### config.mk
export PLATFORM = sky130hd
export DESIGN_NAME = dmem_loader
export DESIGN_NICKNAME = d
export VERILOG_FILES = /design/src/rtl/dmem_loader_pkg.sv /design/src/rtl/dmem_loader_byte_word_packer.sv /design/src/rtl/dmem_loader.sv
export SDC_FILE = /design/constraint.sdc
export NUM_CORES = 1
export LEC_CHECK = 0
export ABC_AREA = 1
export BUFFER_PORTS_ARGS = -buffer_cell sky130_fd_sc_hd__buf_4
export CORE_UTILIZATION = 45
export DETAILED_ROUTE_END_ITERATION = 7
export PLACE_DENSITY = 0.66
export SYNTH_ARGS = -nofsm -noshare
export SYNTH_HDL_FRONTEND = slang
export SYNTH_HIERARCHICAL = 1
export SYNTH_SLANG_ARGS = --single-unit
### constraint.sdc
create_clock -name clk -period 10.9 [get_ports clk]
set_clock_uncertainty 0.1 [all_clocks]
set_input_delay 2.18 -clock clk [delete_from_list [all_inputs] [get_ports clk]]
set_output_delay 2.18 -clock clk [all_outputs]
set_load 0.1 [all_outputs]
### src/rtl/dmem_loader_pkg.sv
// dmem_loader_pkg: shared state encoding and byte-lane constants for the data-memory loader
package dmem_loader_pkg;
  typedef enum logic [2:0] {
    IDLE,
    L_COLLECT,
    L_WRITE,
    D_READ,
    D_WAIT,
    D_SEND,
    FINISH
  } st_e;
  localparam logic [2:0] FUNCT3_SW = 3'b010;
  localparam int LANE_W = 8;
  localparam int BYTES_PER_WORD = 4;
  localparam int PK_CNT_W = 3;
endpackage

### src/rtl/dmem_loader_byte_word_packer.sv
// byte_word_packer: assembles four bytes little-endian into a word, with a fill count and full flag
module byte_word_packer
  import dmem_loader_pkg::*;
(
  input  logic                clk,
  input  logic                rst,
  input  logic                clr,
  input  logic                push,
  input  logic [LANE_W-1:0]   din,
  output logic [31:0]         word,
  output logic [PK_CNT_W-1:0] cnt,
  output logic                full
);
  assign full = cnt == PK_CNT_W'(BYTES_PER_WORD);
  always_ff @(posedge clk or posedge rst)
    if (rst) begin
      word <= '0;
      cnt  <= '0;
    end else if (clr) begin
      cnt <= '0;
    end else if (push) begin
      word <= {din, word[31:LANE_W]};
      cnt  <= cnt + PK_CNT_W'(1);
    end
endmodule

### src/rtl/dmem_loader.sv
// dmem_loader: streams host bytes into data memory as word pairs, or dumps memory words as bytes
module dmem_loader
  import dmem_loader_pkg::*;
#(
  parameter int ADDR_W = 9,
  parameter int LEN_W  = 8,
  parameter int RD_LAT = 1
) (
  input  logic              clk,
  input  logic              rst,
  input  logic              start_load,
  input  logic              start_dump,
  input  logic              abort,
  input  logic [LEN_W-1:0]  len_words,
  input  logic              in_valid,
  input  logic [7:0]        in_data,
  output logic              in_ready,
  output logic              out_valid,
  output logic [7:0]        out_data,
  input  logic              out_ready,
  output logic              mem_write,
  output logic              mem_read,
  output logic [ADDR_W-1:0] mem_addr,
  output logic [31:0]       mem_wd,
  output logic [31:0]       mem_wd2,
  output logic [2:0]        mem_funct3,
  output logic              mem_enable_half,
  output logic              mem_enable_load,
  input  logic [31:0]       mem_rd,
  output logic              busy,
  output logic              done,
  output logic              err
);
  localparam logic [31:0] MAX_W = 32'(1) << (ADDR_W - 2);
  st_e state, nxt;
  logic [LEN_W-1:0]    left_q;
  logic [ADDR_W-1:0]   addr_q;
  logic [31:0]         wd_q, wd2_q, sh_q, out_word, lo_word, hi_word;
  logic [1:0]          bcnt_q;
  logic                fresh_q, err_q;
  logic [PK_CNT_W-1:0] lo_cnt, hi_cnt;
  logic                lo_full, hi_full, start, accept, too_long, tail, push, last_byte, hs;
  assign start     = start_load | start_dump;
  assign accept    = state == IDLE && start && !abort;
  assign too_long  = 32'(len_words) > MAX_W;
  assign tail      = left_q == LEN_W'(1);
  assign in_ready  = state == L_COLLECT && !(hi_full || (tail && lo_full));
  assign push      = in_valid && in_ready;
  assign last_byte = push && (tail ? lo_cnt == PK_CNT_W'(3) : hi_cnt == PK_CNT_W'(3));
  assign hs        = out_valid && out_ready;
  // the first send cycle forwards mem_rd directly so the byte stream starts RD_LAT cycles after the read
  assign out_word  = fresh_q ? mem_rd : sh_q;
  byte_word_packer u_lo (
    .clk (clk),
    .rst (rst),
    .clr (state != L_COLLECT),
    .push(push && !lo_full),
    .din (in_data),
    .word(lo_word),
    .cnt (lo_cnt),
    .full(lo_full)
  );
  byte_word_packer u_hi (
    .clk (clk),
    .rst (rst),
    .clr (state != L_COLLECT),
    .push(push && lo_full),
    .din (in_data),
    .word(hi_word),
    .cnt (hi_cnt),
    .full(hi_full)
  );
  always_comb begin
    nxt = state;
    unique case (state)
      IDLE:      if (start) nxt = (too_long || len_words == '0) ? FINISH : start_load ? L_COLLECT : D_READ;
      L_COLLECT: if (last_byte) nxt = L_WRITE;
      L_WRITE:   nxt = left_q > LEN_W'(2) ? L_COLLECT : FINISH;
      D_READ:    nxt = RD_LAT > 1 ? D_WAIT : D_SEND;
      D_WAIT:    nxt = D_SEND;
      D_SEND:    if (hs && bcnt_q == 2'd3) nxt = left_q > LEN_W'(1) ? D_READ : FINISH;
      FINISH:    nxt = IDLE;
      default:   nxt = IDLE;
    endcase
    if (abort) nxt = IDLE;
  end
  always_ff @(posedge clk or posedge rst)
    if (rst) begin
      state   <= IDLE;
      left_q  <= '0;
      addr_q  <= '0;
      wd_q    <= '0;
      wd2_q   <= '0;
      sh_q    <= '0;
      bcnt_q  <= '0;
      fresh_q <= 1'b0;
      err_q   <= 1'b0;
    end else begin
      state   <= nxt;
      fresh_q <= nxt == D_SEND && state != D_SEND;
      if (accept) begin
        left_q <= len_words;
        addr_q <= '0;
        bcnt_q <= '0;
        err_q  <= too_long;
      end
      if (state == L_WRITE) begin
        wd_q   <= lo_word;
        if (!tail) wd2_q <= hi_word;
        left_q <= tail ? '0 : left_q - LEN_W'(2);
        addr_q <= addr_q + ADDR_W'(8);
      end
      if (hs) begin
        sh_q   <= out_word >> 8;
        bcnt_q <= bcnt_q + 2'd1;
        if (bcnt_q == 2'd3) begin
          left_q <= left_q - LEN_W'(1);
          addr_q <= addr_q + ADDR_W'(4);
        end
      end else if (fresh_q) begin
        sh_q <= mem_rd;
      end
    end
  assign mem_write       = state == L_WRITE;
  assign mem_enable_load = state == L_WRITE;
  assign mem_enable_half = state == L_WRITE && tail;
  assign mem_read        = state == D_READ;
  assign mem_funct3      = (mem_write || mem_read) ? FUNCT3_SW : 3'b000;
  assign mem_addr        = addr_q;
  assign mem_wd          = mem_write ? lo_word : wd_q;
  assign mem_wd2         = (mem_write && !tail) ? hi_word : wd2_q;
  assign out_valid       = state == D_SEND;
  assign out_data        = out_word[7:0];
  assign busy            = state != IDLE && state != FINISH;
  assign done            = state == FINISH && !abort;
  assign err             = err_q;
endmodule

# Word level (Yosys, flattened, before mapping)
# Cells that the tools add are included.
dict set report word_totals {
  ff_bits 190
  in_bits 55
  output_inout_bits 93
  wordCells 104
}
dict set report op_classes {
  add_sub_neg 7
  magnitude_cmp 3
  n_eq_ne 16
  mux 30
  bitwise 3
  reduce_logical 32
}
# op n
set op_table {}
lappend op_table {{2-to-1 mux 32 bit} 4}
lappend op_table {{2-to-1 mux 8 bit} 5}
lappend op_table {{2-to-1 mux 9 bit} 4}
lappend op_table {{2-to-1 mux 3 bit} 11}
lappend op_table {{== test 3 bit, second input constant} 6}
lappend op_table {{logical AND 1 bit} 15}
lappend op_table {{case mux 3 bit (5 select lines)} 1}
lappend op_table {{== test 3 x 2 -> 1 bit, second input constant} 4}
lappend op_table {{adder 9 x 3 -> 9 bit, second input constant} 1}
lappend op_table {{adder 9 x 4 -> 9 bit, second input constant} 1}
lappend op_table {{== test 8 x 1 -> 1 bit, second input constant} 1}
lappend op_table {{greater-than comparator 8 x 1 -> 1 bit, second input constant} 1}
lappend op_table {{greater-than comparator 8 x 2 -> 1 bit, second input constant} 1}
lappend op_table {{greater-than comparator 8 bit, second input constant} 1}
lappend op_table {{logical NOT 8 bit} 1}
lappend op_table {{2-to-1 mux 2 bit} 4}
lappend op_table {{subtractor 8 x 1 -> 8 bit, second input constant} 1}
lappend op_table {{subtractor 8 x 2 -> 8 bit, second input constant} 1}
lappend op_table {{adder 3 x 1 -> 3 bit, second input constant} 2}
lappend op_table {{inequality test 3 bit, second input constant} 2}
lappend op_table {{AND reduction 2 bit} 3}
lappend op_table {{nonzero test 2 bit} 3}
lappend op_table {{logical NOT 1 bit} 4}
lappend op_table {{== test 3 x 1 -> 1 bit, second input constant} 1}
lappend op_table {{10 further kinds} 13}

# Longest topological paths before layout
dict set report depth {
  word_depth 12
  depth_mapped 13
  depth_no_buf 12
}

# Cells and area by module
# The synthesis kept the hierarchy.
# module n_inst cells_each area_each_um2 seq_area_each_um2
set modules_own_cells {}
lappend modules_own_cells {dmem_loader 1 746 5850.6 3002.9}
lappend modules_own_cells {byte_word_packer 2 160 1524.0 875.8}

# Worst setup path before layout
# OpenSTA, ideal clock, no wires.
dict set report synth_path {
  path_kind {input to output}
  start {input port abort}
  end {output port done}
  t_arrival_ns 4.278
  required_time_ns 8.620
  setup_slack_ns 4.342
  path_stages 1
  path_buffers 0
  cell_sequence {nor3_1}
}
dict set report synth_between {
  elab_chain_len 2
}
# element line
set synth_lines {}
lappend synth_lines {{start, declared} dmem_loader.sv:13} ;# input logic abort,
lappend synth_lines {{logical NOT 1 bit} dmem_loader.sv:135} ;# assign done = state == FINISH && !abort;
lappend synth_lines {{logical AND 1 bit} dmem_loader.sv:135}
lappend synth_lines {{end, declared} dmem_loader.sv:31} ;# output logic done,
# No other way between the ends.

# Worst setup path in the final report
dict set report layout_path {
  start {register state[0]}
  end {output port mem_wd2[27]}
}
dict set report layout_between {
  elab_chain_len 3
}
# element line
set layout_lines {}
lappend layout_lines {{start, declared} dmem_loader.sv:35} ;# st_e state, nxt;
lappend layout_lines {{start signal, assigned} dmem_loader.sv:99} ;# state <= nxt;
lappend layout_lines {{== test 3 x 2 -> 1 bit} dmem_loader.sv:124} ;# assign mem_write = state == L_WRITE;
lappend layout_lines {{logical AND 1 bit} dmem_loader.sv:131} ;# assign mem_wd2 = (mem_write && !tail) ? hi_word : wd2_q;
lappend layout_lines {{2-to-1 mux 32 bit} dmem_loader.sv:131}
lappend layout_lines {{end, declared} dmem_loader.sv:25} ;# output logic [31:0] mem_wd2,
# No other way between the ends.

==> impl_metrics.toml <==
[cells_and_area]
antenna_cells = 0
layout_commonest_cell = "nand2_1"
fin_nets = 1251
final_cell_mix = "nand2_1, dfrtp_1, buf_4, nand3_1, inv_1"
fin_util = 0.5433
finalNonFillerCells = 1462
area_delta_synth_final_pct = 18.45
drive_gt1_frac = 0.1888

[critical_path]
rr_worst_depth = 9
critical_path_peak_fanout = 46
worst_setup_path_start_kind = "register"
worstPathRequired_ns = 8.62
cp_slowest_cell = "nor2_8"
path_class = "reg2out"
r2r_start = "state[0]$_DFF_PP0_"
critPathCaptureType = "output port"
cpPeakStageDelay_ns = 0.54
cp_cell_sequence = "inv_2 > nand2_2 > nor2_4 > buf_4 > inv_4 > nor2_8 > inv_2 > nand2_1 > nand2_1 > buf_4"
cp.arrival_ns = 3.31
reg2reg_slack_ns = 8.04
r2r-end = "wd2_q[27]$_DFFE_PP0P_"

[cts]
root_buffer = "clkbuf_16"
postCtsSetupBuffers = 0
ctsLongestPathBuffers = 2
cts_resized = 0
cts.sinks = 190
htree_levels = 4
cts_buffers = 17
cts_tree = "built"
insertion_delay_ns = 0.43
clkTransAtPathRegs_ns = 0.07
postCtsHoldBufs = 0

[synthesis]
synthCells = 1066
netlist_area_um2 = 8899
yosys_register_bits = 190
ys_seq_area_frac = 0.5343
ys_warn_count = 6
synth_area_per_cell_um2 = 8.348
synth_cell_type_count = 40

[global_routing]
grt_pass1_wl_mm = 32.95
grt_max_degree = 72
grtUsageTotal = 0.2044
gr-total-overflow = 0
grt_pass1_vias = 6627
antenna_found_initial = 0

[drt]
drc = 0
wl_per_cell_um = 13.52
vias = 7053
ant_nets = 0
drtIter0Drc = 556
firstDrtPassIters = 5
drt_wl_total_mm = 19.77
via_per_inst = 4.824

[timing]
max_slew_margin = 0.3837
hold_viol_final = 0
timing.fmax_ghz = 0.1788
setup_ws_ns = 5.308
finalCriticalPeriod_ns = 5.592
grt_setup_unrepaired = "false"
final.setup.tns_ns = 0
post-route-period-util = 0.5131
setup_viol = 0
hold_slack_ns = 0.3719
finalMaxSlewViolations = 0
tightest_slew_ns = 0.9244

[power_and_ir_drop]
p_int_mw = 1.434
switching_share = 0.4706
power_density_nw_per_um2 = 256.9
pwr-share-comb = 0.430
pwr-share-seq = 0.344
p_leak_nw = 5.821
power.switching_mw = 1.274
vdd_drop_max_mv = 0.2751
p_clk_frac = 0.226

[floorplan]
core_um2 = 19400
die_h_um = 142.6
start_util = 0.4587
core.rowCount = 51
pin_count = 148
die_w_um = 142.6
fp.dieArea_um2 = 20340

[placement]
place.gp.congestion = 0.8706
io_buffers = 145
dp_hpwl_mm = 12.93
post-place-ws_ns = 5.709
dp.cells = 1430

[hold_path]
min_path_type = "reg2reg"
min-delay-start = "u_lo/word[0]$_DFFE_PP0P_"
whs_path_depth = 2
whs_endpoint = "u_lo/word[0]$_DFFE_PP0P_"

[run]
maxCapViolCount = 0

[status]
status = "completed"
## worst max-delay path, delay by kind of cell (launching register included)
kind	cells	cell delay (ns)
buf+inv	5	1.47
simple gates	5	0.93
flops	1	0.43
## state kept, by name (all words and copies together), names as in the netlist
| name | cells |
|---|---|
| u_lo/word | 32 |
| err | 1 |
| bcnt_q | 2 |
| u_hi/word | 32 |
| wd2_q | 32 |
| wd_q | 32 |
| u_hi/cnt | 3 |
| sh_q | 32 |
| mem_addr | 9 |
| u_lo/cnt | 3 |
| fresh_q | 1 |
| left_q | 8 |
| state | 3 |
## Yosys cell counts (all sizes together)
cell	number	area [µm²]
nand2	499	1961
clkinv	1	5.000
nand3b	3	22.52
o31ai	1	7.510
o211ai	1	7.510
xnor2	2	17.52
a21oi	15	75.07
o22ai	5	31.28
ha	12	150.1
clkbuf	8	30.03
nor2	57	265.3
buf	46	385.4
a31oi	14	87.58
dfrtp	190	4755
nor3	6	30.03
xor2	7	61.31
o21bai	1	7.510
nand4	3	40.04
conb	1	3.750
mux2i	8	80.08
and2	3	18.77
inv	61	236.5
nand3	90	450.4
a22oi	2	20.02
o21ai	30	150.1
## power by group through the flow
| stage | Sequential, mW | Clock [mW] | Combinational, mW |
|---|---|---|---|
| 6_report | 0.932 | 0.612 | 1.16 |
| 5_1_grt | 0.950 | 0.653 | 1.26 |
| 4_1_cts | 0.931 | 0.627 | 1.17 |
| 3_5_place_dp | 0.944 | 0 | 1.17 |
| 3_3_place_gp | 0.939 | 0 | 1.16 |
| 2_1_floorplan | 0.965 | 0 | 0.936 |
## kinds of logic (layout without fill, tap and decap cells)
kind of cell             after synthesis  in the layout  synth area share
AO/OA/AOI/OAI                         69             69           0.04345
XOR/XNOR                               9              9          0.008859
adder cells (fa/ha/maj)               12             12           0.01687
buffers and inverters                116            246           0.07382
flip-flops                           190            190            0.5343
multiplexers                           8              8          0.008999
other                                  1              2         0.0004214
AND/OR/NAND/NOR                      661            661            0.3133
## final cells by class
cell class | count | area (µm²)
multi-input combinational | 761 | 3493
clock inverter | 14 | 146.4
fill | 1915 | 8859
inverter | 62 | 244.0
sequential | 190 | 4755
tap | 265 | 331.6
timing repair buffer | 152 | 1141
clock buffer | 18 | 429.2
## routing by layer
| metal | GRT usage | routed length (µm) |
|---|---|---|
| met3 | 0.03521 | 930 |
| met5 | 0 | 0 |
| met4 | 0.05433 | 174 |
| met1 | 0.2918 | 9441 |
| met2 | 0.3217 | 9221 |
## worst max-delay path by stage
| stage | end | start | slack, ns | depth (start not counted) |
|---|---|---|---|---|
| 2_1_floorplan | done | abort | 4.34 | 1 |
| 3_3_place_gp | mem_wd2[26] | state[0]$_DFF_PP0_ | 5.77 | 10 |
| 3_5_place_dp | mem_wd2[1] | state[0]$_DFF_PP0_ | 5.71 | 10 |
| 4_1_cts | mem_wd2[1] | state[0]$_DFF_PP0_ | 5.24 | 10 |
| 5_1_grt | mem_wd2[10] | state[0]$_DFF_PP0_ | 4.97 | 10 |
| 6_report | mem_wd2[27] | state[0]$_DFF_PP0_ | 5.31 | 10 |
## stage by stage
| stage | power [mW] | area, µm² |
|---|---|---|
| 2_1_floorplan | 1.900 | 8902 |
| 3_3_place_gp | 2.095 | 9965 |
| 3_5_place_dp | 2.112 | 9965 |
| 4_1_cts | 2.730 | 10540 |
| 5_1_grt | 2.867 | 10540 |
| 6_report | 2.708 | 10540 |
(Power assumes the default switching activity.)
